## config.mk

```make
export PLATFORM = sky130hd
export DESIGN_NAME = load_store_unit
export DESIGN_NICKNAME = d
export VERILOG_FILES = /design/src/rtl/load_store_unit.sv
export SDC_FILE = /design/constraint.sdc
export NUM_CORES = 1
export LEC_CHECK = 0
export BUFFER_PORTS_ARGS = -buffer_cell sky130_fd_sc_hd__buf_2
export CAP_MARGIN = 5
export CORE_ASPECT_RATIO = 1.1
export CORE_MARGIN = 8
export CORE_UTILIZATION = 40
export DETAILED_ROUTE_END_ITERATION = 16
export GPL_TIMING_DRIVEN = 0
export PLACE_DENSITY = 0.66
export SYNTH_ARGS = -nofsm -noshare
export SYNTH_HDL_FRONTEND = slang
export SYNTH_SLANG_ARGS = --single-unit
```

## constraint.sdc

```tcl
create_clock -name clk -period 2.46 [get_ports clk]
set_input_delay 0.246 -clock clk [delete_from_list [all_inputs] [get_ports clk]]
set_output_delay 0.246 -clock clk [all_outputs]
set_load 0.01 [all_outputs]
```

## src/rtl/load_store_unit.sv

```systemverilog
// load_store_unit: memory-stage load/store controller for a word-addressed,
// write-enable-only data memory. Byte and halfword loads are extended, and
// byte and halfword stores use read-modify-write. Misaligned or illegal
// requests are answered at once and never touch memory.
//
// Handshake: a request transfers on a rising edge when req_valid=1 and
// req_ready=1. req_ready is high only in IDLE, so request inputs are ignored
// in every other state. The response is a single-cycle resp_valid pulse with
// no back-pressure, and resp_rdata/resp_misaligned/resp_illegal are zero
// whenever resp_valid=0.
module load_store_unit #(
  parameter int ADDR_WIDTH = 10
) (
  input  logic                  clk,
  input  logic                  rst,
  input  logic                  req_valid,
  output logic                  req_ready,
  input  logic                  req_read,
  input  logic                  req_write,
  input  logic [2:0]            req_funct3,
  input  logic [31:0]           req_addr,
  input  logic [31:0]           req_wdata,
  output logic                  resp_valid,
  output logic [31:0]           resp_rdata,
  output logic                  resp_misaligned,
  output logic                  resp_illegal,
  output logic [ADDR_WIDTH-1:0] mem_addr,
  output logic                  mem_we,
  output logic [31:0]           mem_wdata,
  input  logic [31:0]           mem_rdata,
  output logic [2:0]            dbg_state
);

  typedef enum logic [2:0] {
    S_IDLE   = 3'd0,
    S_LOAD   = 3'd1,
    S_RMW_RD = 3'd2,
    S_WRITE  = 3'd3,
    S_RESP   = 3'd4
  } state_e;

  state_e                  state_q, state_d;
  logic [ADDR_WIDTH-1:0]   widx_q, widx_d;
  logic [1:0]              lane_q, lane_d;
  logic [2:0]              funct3_q, funct3_d;
  logic [31:0]             wdata_q, wdata_d;
  logic                    write_q, write_d;
  logic                    illegal_q, illegal_d;
  logic                    misaligned_q, misaligned_d;
  // Holds the extended load result, or the old word during a sub-word store.
  logic [31:0]             word_q, word_d;

  logic                    legal_load;
  logic                    legal_store;
  logic                    req_illegal;
  logic                    req_misaligned;
  logic [7:0]              load_byte;
  logic [15:0]             load_half;
  logic [31:0]             load_ext;
  logic [31:0]             merged;
  logic                    ready_int;

  // Address bits above the memory's word index are deliberately dropped.
  logic                    unused_addr_bits;
  assign unused_addr_bits = ^req_addr[31:ADDR_WIDTH+2];

  // Classify the incoming request; illegal masks misaligned.
  always_comb begin
    legal_load     = 1'b0;
    legal_store    = 1'b0;
    req_misaligned = 1'b0;
    if (req_read && !req_write) begin
      legal_load = (req_funct3 == 3'b000) || (req_funct3 == 3'b001) ||
                   (req_funct3 == 3'b010) || (req_funct3 == 3'b100) ||
                   (req_funct3 == 3'b101);
    end
    if (req_write && !req_read) begin
      legal_store = (req_funct3 == 3'b000) || (req_funct3 == 3'b001) ||
                    (req_funct3 == 3'b010);
    end
    req_illegal = !(legal_load || legal_store);
    if (!req_illegal) begin
      req_misaligned = ((req_funct3[1:0] == 2'b01) && req_addr[0]) ||
                       ((req_funct3[1:0] == 2'b10) && (req_addr[1:0] != 2'b00));
    end
  end

  // Select the addressed lane of the memory word and extend it for a load.
  always_comb begin
    load_byte = 8'h00;
    case (lane_q)
      2'd0: load_byte = mem_rdata[7:0];
      2'd1: load_byte = mem_rdata[15:8];
      2'd2: load_byte = mem_rdata[23:16];
      2'd3: load_byte = mem_rdata[31:24];
      default: load_byte = 8'h00;
    endcase
    load_half = lane_q[1] ? mem_rdata[31:16] : mem_rdata[15:0];
    case (funct3_q)
      3'b000:  load_ext = {{24{load_byte[7]}}, load_byte};
      3'b001:  load_ext = {{16{load_half[15]}}, load_half};
      3'b100:  load_ext = {24'h000000, load_byte};
      3'b101:  load_ext = {16'h0000, load_half};
      default: load_ext = mem_rdata;
    endcase
  end

  // Replace only the addressed byte or halfword of the captured word.
  always_comb begin
    merged = word_q;
    if (funct3_q[1:0] == 2'b00) begin
      merged[{lane_q, 3'b000} +: 8] = wdata_q[7:0];
    end else if (funct3_q[1:0] == 2'b01) begin
      merged[{lane_q[1], 4'b0000} +: 16] = wdata_q[15:0];
    end
  end

  // Next-state and output decode for the request FSM.
  always_comb begin
    state_d         = state_q;
    widx_d          = widx_q;
    lane_d          = lane_q;
    funct3_d        = funct3_q;
    wdata_d         = wdata_q;
    write_d         = write_q;
    illegal_d       = illegal_q;
    misaligned_d    = misaligned_q;
    word_d          = word_q;
    ready_int       = 1'b0;
    mem_addr        = '0;
    mem_we          = 1'b0;
    mem_wdata       = 32'h0;
    resp_valid      = 1'b0;
    resp_rdata      = 32'h0;
    resp_misaligned = 1'b0;
    resp_illegal    = 1'b0;
    case (state_q)
      S_IDLE: begin
        ready_int = 1'b1;
        if (req_valid) begin
          widx_d       = req_addr[ADDR_WIDTH+1:2];
          lane_d       = req_addr[1:0];
          funct3_d     = req_funct3;
          wdata_d      = req_wdata;
          write_d      = req_write;
          illegal_d    = req_illegal;
          misaligned_d = req_misaligned;
          word_d       = 32'h0;
          if (req_illegal || req_misaligned) begin
            state_d = S_RESP;
          end else if (legal_load) begin
            state_d = S_LOAD;
          end else if (req_funct3[1:0] == 2'b10) begin
            state_d = S_WRITE;
          end else begin
            state_d = S_RMW_RD;
          end
        end
      end
      S_LOAD: begin
        mem_addr = widx_q;
        word_d   = load_ext;
        state_d  = S_RESP;
      end
      S_RMW_RD: begin
        mem_addr = widx_q;
        word_d   = mem_rdata;
        state_d  = S_WRITE;
      end
      S_WRITE: begin
        mem_addr  = widx_q;
        mem_we    = 1'b1;
        mem_wdata = (funct3_q[1:0] == 2'b10) ? wdata_q : merged;
        state_d   = S_RESP;
      end
      S_RESP: begin
        resp_valid      = 1'b1;
        resp_misaligned = misaligned_q;
        resp_illegal    = illegal_q;
        if (!write_q && !illegal_q && !misaligned_q) begin
          resp_rdata = word_q;
        end
        state_d = S_IDLE;
      end
      default: state_d = S_IDLE;
    endcase
  end

  // Ready is held low while reset is asserted even though the state is IDLE.
  assign req_ready = ready_int & rst;
  assign dbg_state = state_q;

  // State and request registers; reset aborts any in-flight request.
  always_ff @(posedge clk or negedge rst) begin
    if (!rst) begin
      state_q      <= S_IDLE;
      widx_q       <= '0;
      lane_q       <= 2'd0;
      funct3_q     <= 3'd0;
      wdata_q      <= 32'h0;
      write_q      <= 1'b0;
      illegal_q    <= 1'b0;
      misaligned_q <= 1'b0;
      word_q       <= 32'h0;
    end else begin
      state_q      <= state_d;
      widx_q       <= widx_d;
      lane_q       <= lane_d;
      funct3_q     <= funct3_d;
      wdata_q      <= wdata_d;
      write_q      <= write_d;
      illegal_q    <= illegal_d;
      misaligned_q <= misaligned_d;
      word_q       <= word_d;
    end
  end

endmodule

```

# Yosys cells after proc, flatten, opt, wreduce, memory -nomap -nowiden
# Index checks and enable logic that the tools add are counted.
dict set report classes {
  shift 4
  muxes 27
  n_addsub 2
  reduce_logical 30
  n_eq_ne 19
  bitwise_logic 1
}
# cell n
set ops {}
lappend ops {{32-bit 2-to-1 mux} 7}
lappend ops {{32-bit one-hot mux with 4 select lines} 1}
lappend ops {{32-bit one-hot mux with 3 select lines} 1}
lappend ops {{32-bit bitwise mux} 2}
lappend ops {{8-bit one-hot mux with 4 select lines} 1}
lappend ops {{16-bit by 7-bit variable shift with 32-bit output, first input constant} 1}
lappend ops {{8-bit by 7-bit variable shift with 32-bit output, first input constant} 1}
lappend ops {{16-bit by 7-bit variable part select with 32-bit output} 1}
lappend ops {{8-bit by 7-bit variable part select with 32-bit output} 1}
lappend ops {{16-bit 2-to-1 mux} 1}
lappend ops {{3-bit == test, second input constant} 5}
lappend ops {{5-bit negator with 7-bit output} 2}
lappend ops {{10-bit 2-to-1 mux} 1}
lappend ops {{3-bit by 1-bit == test with 1-bit output, second input constant} 3}
lappend ops {{3-bit by 2-bit == test with 1-bit output, second input constant} 3}
lappend ops {{3-bit zero test} 3}
lappend ops {{1-bit 2-to-1 mux} 9}
lappend ops {{3-bit one-hot mux with 3 select lines} 1}
lappend ops {{2-bit == test, second input constant} 4}
lappend ops {{1-bit logical OR} 7}
lappend ops {{2-bit by 1-bit == test with 1-bit output, second input constant} 3}
lappend ops {{1-bit logical AND} 6}
lappend ops {{1-bit zero test} 6}
lappend ops {{3-bit 2-to-1 mux} 2}
lappend ops {{other kinds (9)} 11}
dict set report totals {
  output_inout_bits 82
  register_bits 85
  input_bits 104
}

# Logic depth before layout (Yosys ltp)
dict set report depth {
  ltp_word 12
  mapped_depth 8
}

# Least setup slack after synthesis
# OpenSTA, ideal clock, no wires.
dict set report synth_timing {
  kind {reg-to-output}
  startpoint {register lane_q[1]}
  endpoint {output port mem_wdata[2]}
  arrival_ps 2119
  stages_incl_launch_ff 8
  path_slack_ps 95
  t_required_ps 2214
  path_cell_list {dfrtp_1 -> clkbuf_2 -> inv_1 -> ha_1 -> or3b_2 -> o221ai_1 -> nand2_1 -> a21oi_1}
}
dict set report synth_via {
  elab_chain_len 7
}
# item line_no
set synth_rtl {}
lappend synth_rtl {{start, declared} 44} ;# logic [1:0] lane_q, lane_d;
lappend synth_rtl {{start signal, assigned} 208} ;# lane_q <= lane_d;
lappend synth_rtl {{5-bit negator with 7-bit output} 114} ;# merged[{lane_q[1], 4'b0000} +: 16] = wdata_q[15:0];
lappend synth_rtl {{16-bit by 7-bit variable part select with 32-bit output or 16-bit by 7-bit variable shift with 32-bit output (tied branches)} 114}
lappend synth_rtl {{32-bit bitwise mux} 114}
lappend synth_rtl {{32-bit 2-to-1 mux} 113} ;# end else if (funct3_q[1:0] == 2'b01) begin
lappend synth_rtl {{32-bit 2-to-1 mux (*)} 111} ;# if (funct3_q[1:0] == 2'b00) begin
lappend synth_rtl {{32-bit 2-to-1 mux (*)} 173} ;# mem_wdata = (funct3_q[1:0] == 2'b10) ? wdata_q : merged;
lappend synth_rtl {{32-bit 2-to-1 mux (*)} 137} ;# case (state_q)
lappend synth_rtl {{end, declared} 29} ;# output logic [31:0] mem_wdata,
# Mark *: on every way between the ends. The rest lies on a longest branch, timed or not.

# Final worst setup path
dict set report layout_timing {
  startpoint {register lane_q[1]}
  endpoint {output port mem_wdata[26]}
}
# The elaborated chain is that of the path after synthesis.

==> summary.txt <==
Global route
  • All-Layer GR Usage: 24.10%
  • Grt ovf: 0
  • Vias in the first global route: a little under 6000
  • Largest net degree at the start of global routing: 55
  • First-pass GRT wire length: ~32 mm
  • Initial antenna violation count: 0

STA
  • Worst slew pin tran: 772.6 ps
  • Worst setup margin: -178.7 ps
  • Max-slew violation count: 0
  • Final setup vio count: 30
  • Setup Skew: 12.01 ps
  • Final period util: 107.3%
  • Unrepaired setup endpoints after global routing: true
  • Slew HR: 48.10%
  • Final hold violations: 0
  • Worst hold margin: 85.34 ps
  • Min cycle time layout: 2639 ps
  • Max Freq: between 300 and 400 MHz

Synth
  • Synthesized area per cell: 8.376 um^2
  • Synthesis Warnings: 0
  • Seq/Total Area, Yosys: between 40 and 50%
  • Mapped Area: 0.005294 mm^2
  • Post-Synthesis Cells: 632
  • Asr flop ratio synth: 100.0%
  • Synth Register Bits: 85
  • EDFF count, synth: 0
  • Distinct cell type count after synthesis: 57
  • Syn_nets: 741
  • Main flop type after synthesis: dfrtp_1

CTS
  • Clk Latency, worst-skew pair: 350 ps
  • CTS Root Cell: clkbuf_16
  • CTS Buf Count: 9
  • CTS H-tree depth: 3
  • CTS tree: built
  • Clock sink total: 85
  • Max Buffers Root-to-Sink: 2
  • CTS clock-pin slew for the worst setup and hold paths: 70 ps

Drt
  • Number of iterations in the first detailed-routing pass: 6
  • Max layer used: met4
  • DRC: 0
  • Total Wirelength: 21.07 mm
  • Vias per cell: 5.841
  • Routed Antenna Nets: 0
  • Met3 WL post-DR: 2.076 mm
  • DR iter-0 viols: 732
  • Met1 Routed Length: 8.236 mm
  • Met2 routed WL: between 9 and 10 mm
  • DR WL/cell: 21.26 um
  • Via count: 5788

Floorplan
  • Initial Util: 40.57%
  • Die Area: 0.01718 mm^2
  • Num rows: 44
  • Boundary pin count: 186
  • Die Span Y: approximately 140 um
  • Die Wd: approximately 130 um
  • Core Area: 0.01305 mm^2

Min path
  • Min-delay src: req_wdata[28]
  • Worst min path class: primary input to register

Pwr
  • Maximum VDD drop: roughly 0.64 mV
  • Leakage: 3.586 nW
  • Total power: 8.837 mW
  • Pwr dens: 1235 mW/mm^2

Finish
  • Final nets: 934
  • Finished Layout Cells: 991
  • N_diodes: 0
  • Area growth syn-to-layout: 35.15%
  • Layout cells sized above 1: 37.71%

Place
  • Post-DP HPWL: 16.08 mm
  • # port buffers: around 170
  • Post-Place Cells: 959
  • RD Place Congestion: between 0.9 and 1

Status
  • Failing checks: negative setup slack
  • Status: finished, violations left

Run
  • Maxcap violations: 0

Worst setup path
  • Largest fanout on the critical path: 6
  • Crit path from: lane_q[1]$_DFFE_PN0P_
  • Startpoint Class: register
  • Critical path required time: 2210 ps
  • Worst Setup End Kind: output pin
  • Crit Path Class: register to output pin
  • CP arrival: 2390 ps
  • Reg2reg start: lane_q[1]$_DFFE_PN0P_
-- synth_stat cells (all sizes together), types with 2 or more instances --
master / n / share of area (%)
inv: 12 / 0.85
buf: 24 / 2.5
nand2b: 13 / 1.5
a31o: 3 / 0.50
nand2: 165 / 12
or2: 3 / 0.35
o22ai: 7 / 0.83
mux2i: 5 / 0.95
o211ai: 4 / 0.66
a221oi: 11 / 2.2
a222oi: 7 / 1.3
o221ai: 10 / 1.7
o21ai: 39 / 3.7
mux2: 3 / 0.64
o211a: 5 / 0.95
nor2: 24 / 1.7
a21o: 12 / 1.7
o221a: 3 / 0.64
nor4bb: 2 / 0.38
nand3b: 2 / 0.28
a22oi: 13 / 1.8
a21oi: 45 / 4.3
or3b: 2 / 0.33
and2: 45 / 5.3
o2111ai: 2 / 0.45
a21boi: 2 / 0.28
dfrtp: 85 / 40
nand3: 2 / 0.19
nor3: 12 / 1.1
ha: 5 / 1.2
a211oi: 4 / 0.80
a221o: 27 / 5.3
clkbuf: 22 / 1.6
-- metal layers --
layer | GRT usage [%] | vias up
li1 | - | 2658
met1 | 28.52 | 2761
met2 | 39.65 | 319
met3 | 7.249 | 50
met4 | 11.31 | 0
met5 | 0 | -
-- worst max-delay path: stages, from the launching register on --
cell and delay (ps):
dfrtp_2 400, buf_8 110, clkinvlp_4 140, ha_4 280, nor4bb_4 280, buf_4 170
buf_6 120, a21o_1 130, nor2_1 40, nor3_1 190, buf_2 170
-- cell usage in the layout, fill, tap and decap left out, types with 4 or more instances in the layout --
cell,count
buf_2,175
nand2_1,161
dfrtp_1,83
and2_1,45
o21ai_0,34
a21oi_1,33
buf_4,22
nor2_1,19
a221o_1,18
nand2b_1,13
a21o_1,12
a21oi_2,12
buf_6,10
clkbuf_1,10
nor3_1,10
a22oi_1,10
o221ai_1,9
a221o_2,9
clkbuf_16,9
inv_1,8
a222oi_1,7
a221oi_1,6
clkbuf_2,5
o211a_1,5
o22ai_1,5
a221oi_2,4
-- power breakdown --
part	internal, mW	leakage (nW)	switching (mW)
clock	0.801	0.148	0.599
sequential	2.05	1.09	0.905
combinational	1.85	2.35	2.63
total	4.70	3.59	4.14
-- area by class of cell --
| cell class | count | area [um^2] |
|---|---|---|
| clock inverters | 7 | 80.08 |
| repair buffers | 184 | 1052 |
| fillers | 1237 | 5893 |
| well taps | 161 | 201.4 |
| multi-input cells | 489 | 3169 |
| flip-flops and latches | 85 | 2130 |
| clock buffers | 9 | 225.2 |
| plain buffers | 44 | 247.7 |
| inverters | 12 | 48.80 |
-- repair_timing --
action / in CTS / in global routing
hold buffers: 1 / 0
pin swaps: 31 / 28
endpoints found under the setup margin: 64 / 62
endpoints found under the hold margin: 32 / 0
setup buffers: 11 / 6
resized for setup: 47 / 57
-- per-stage QoR --
stage / setup slack, ps / instance area [um^2] / setup TNS (ps) / util (%)
after floorplan: 95.07 / 5294 / 0 / -
after global placement: -426.9 / 6321 / -9462 / 48.45
after detailed placement: -439.2 / 6351 / -11980 / 48.68
after CTS: -182.4 / 6915 / -2585 / 53.00
after global routing: -277.5 / 7154 / -5373 / 54.83
final: -178.7 / 7154 / -2812 / 54.83
-- final timing paths --
path,endpoint,slack (ps),cells past startpoint
max,mem_wdata[26],-180,10
min,wdata_q[28]$_DFFE_PN0P_,90,3
max reg2reg,word_q[15]$_DFFE_PN0P_,230,7
min reg2reg,widx_q[6]$_DFFE_PN0P_,470,2
max in group asynchronous,lane_q[1]$_DFFE_PN0P_,1440,3
min in group asynchronous,word_q[26]$_DFFE_PN0P_,380,2
-- kinds of logic (layout without fill, tap and decap cells) --
| logic type | Yosys count | in the layout | share of synthesized area (%) |
|---|---|---|---|
| and+or+nand+nor | 276 | 276 | 24.13 |
| AOI/OAI and AO/OA | 199 | 199 | 27.84 |
| buffers and inverters | 58 | 256 | 4.916 |
| DFF | 85 | 85 | 40.18 |
| adders and majority gates | 5 | 5 | 1.182 |
| xor gates and xnor gates | 1 | 1 | 0.1655 |
| muxes | 8 | 8 | 1.584 |
-- flip-flops by register name (all words and copies together), names as in the netlist --
signal and flops:
wdata_q 32, word_q 32, widx_q 10, dbg_state 3
funct3_q 3, lane_q 2, illegal_q 1, misaligned_q 1
write_q 1
Note: power is estimated with default switching activity, not from simulation.
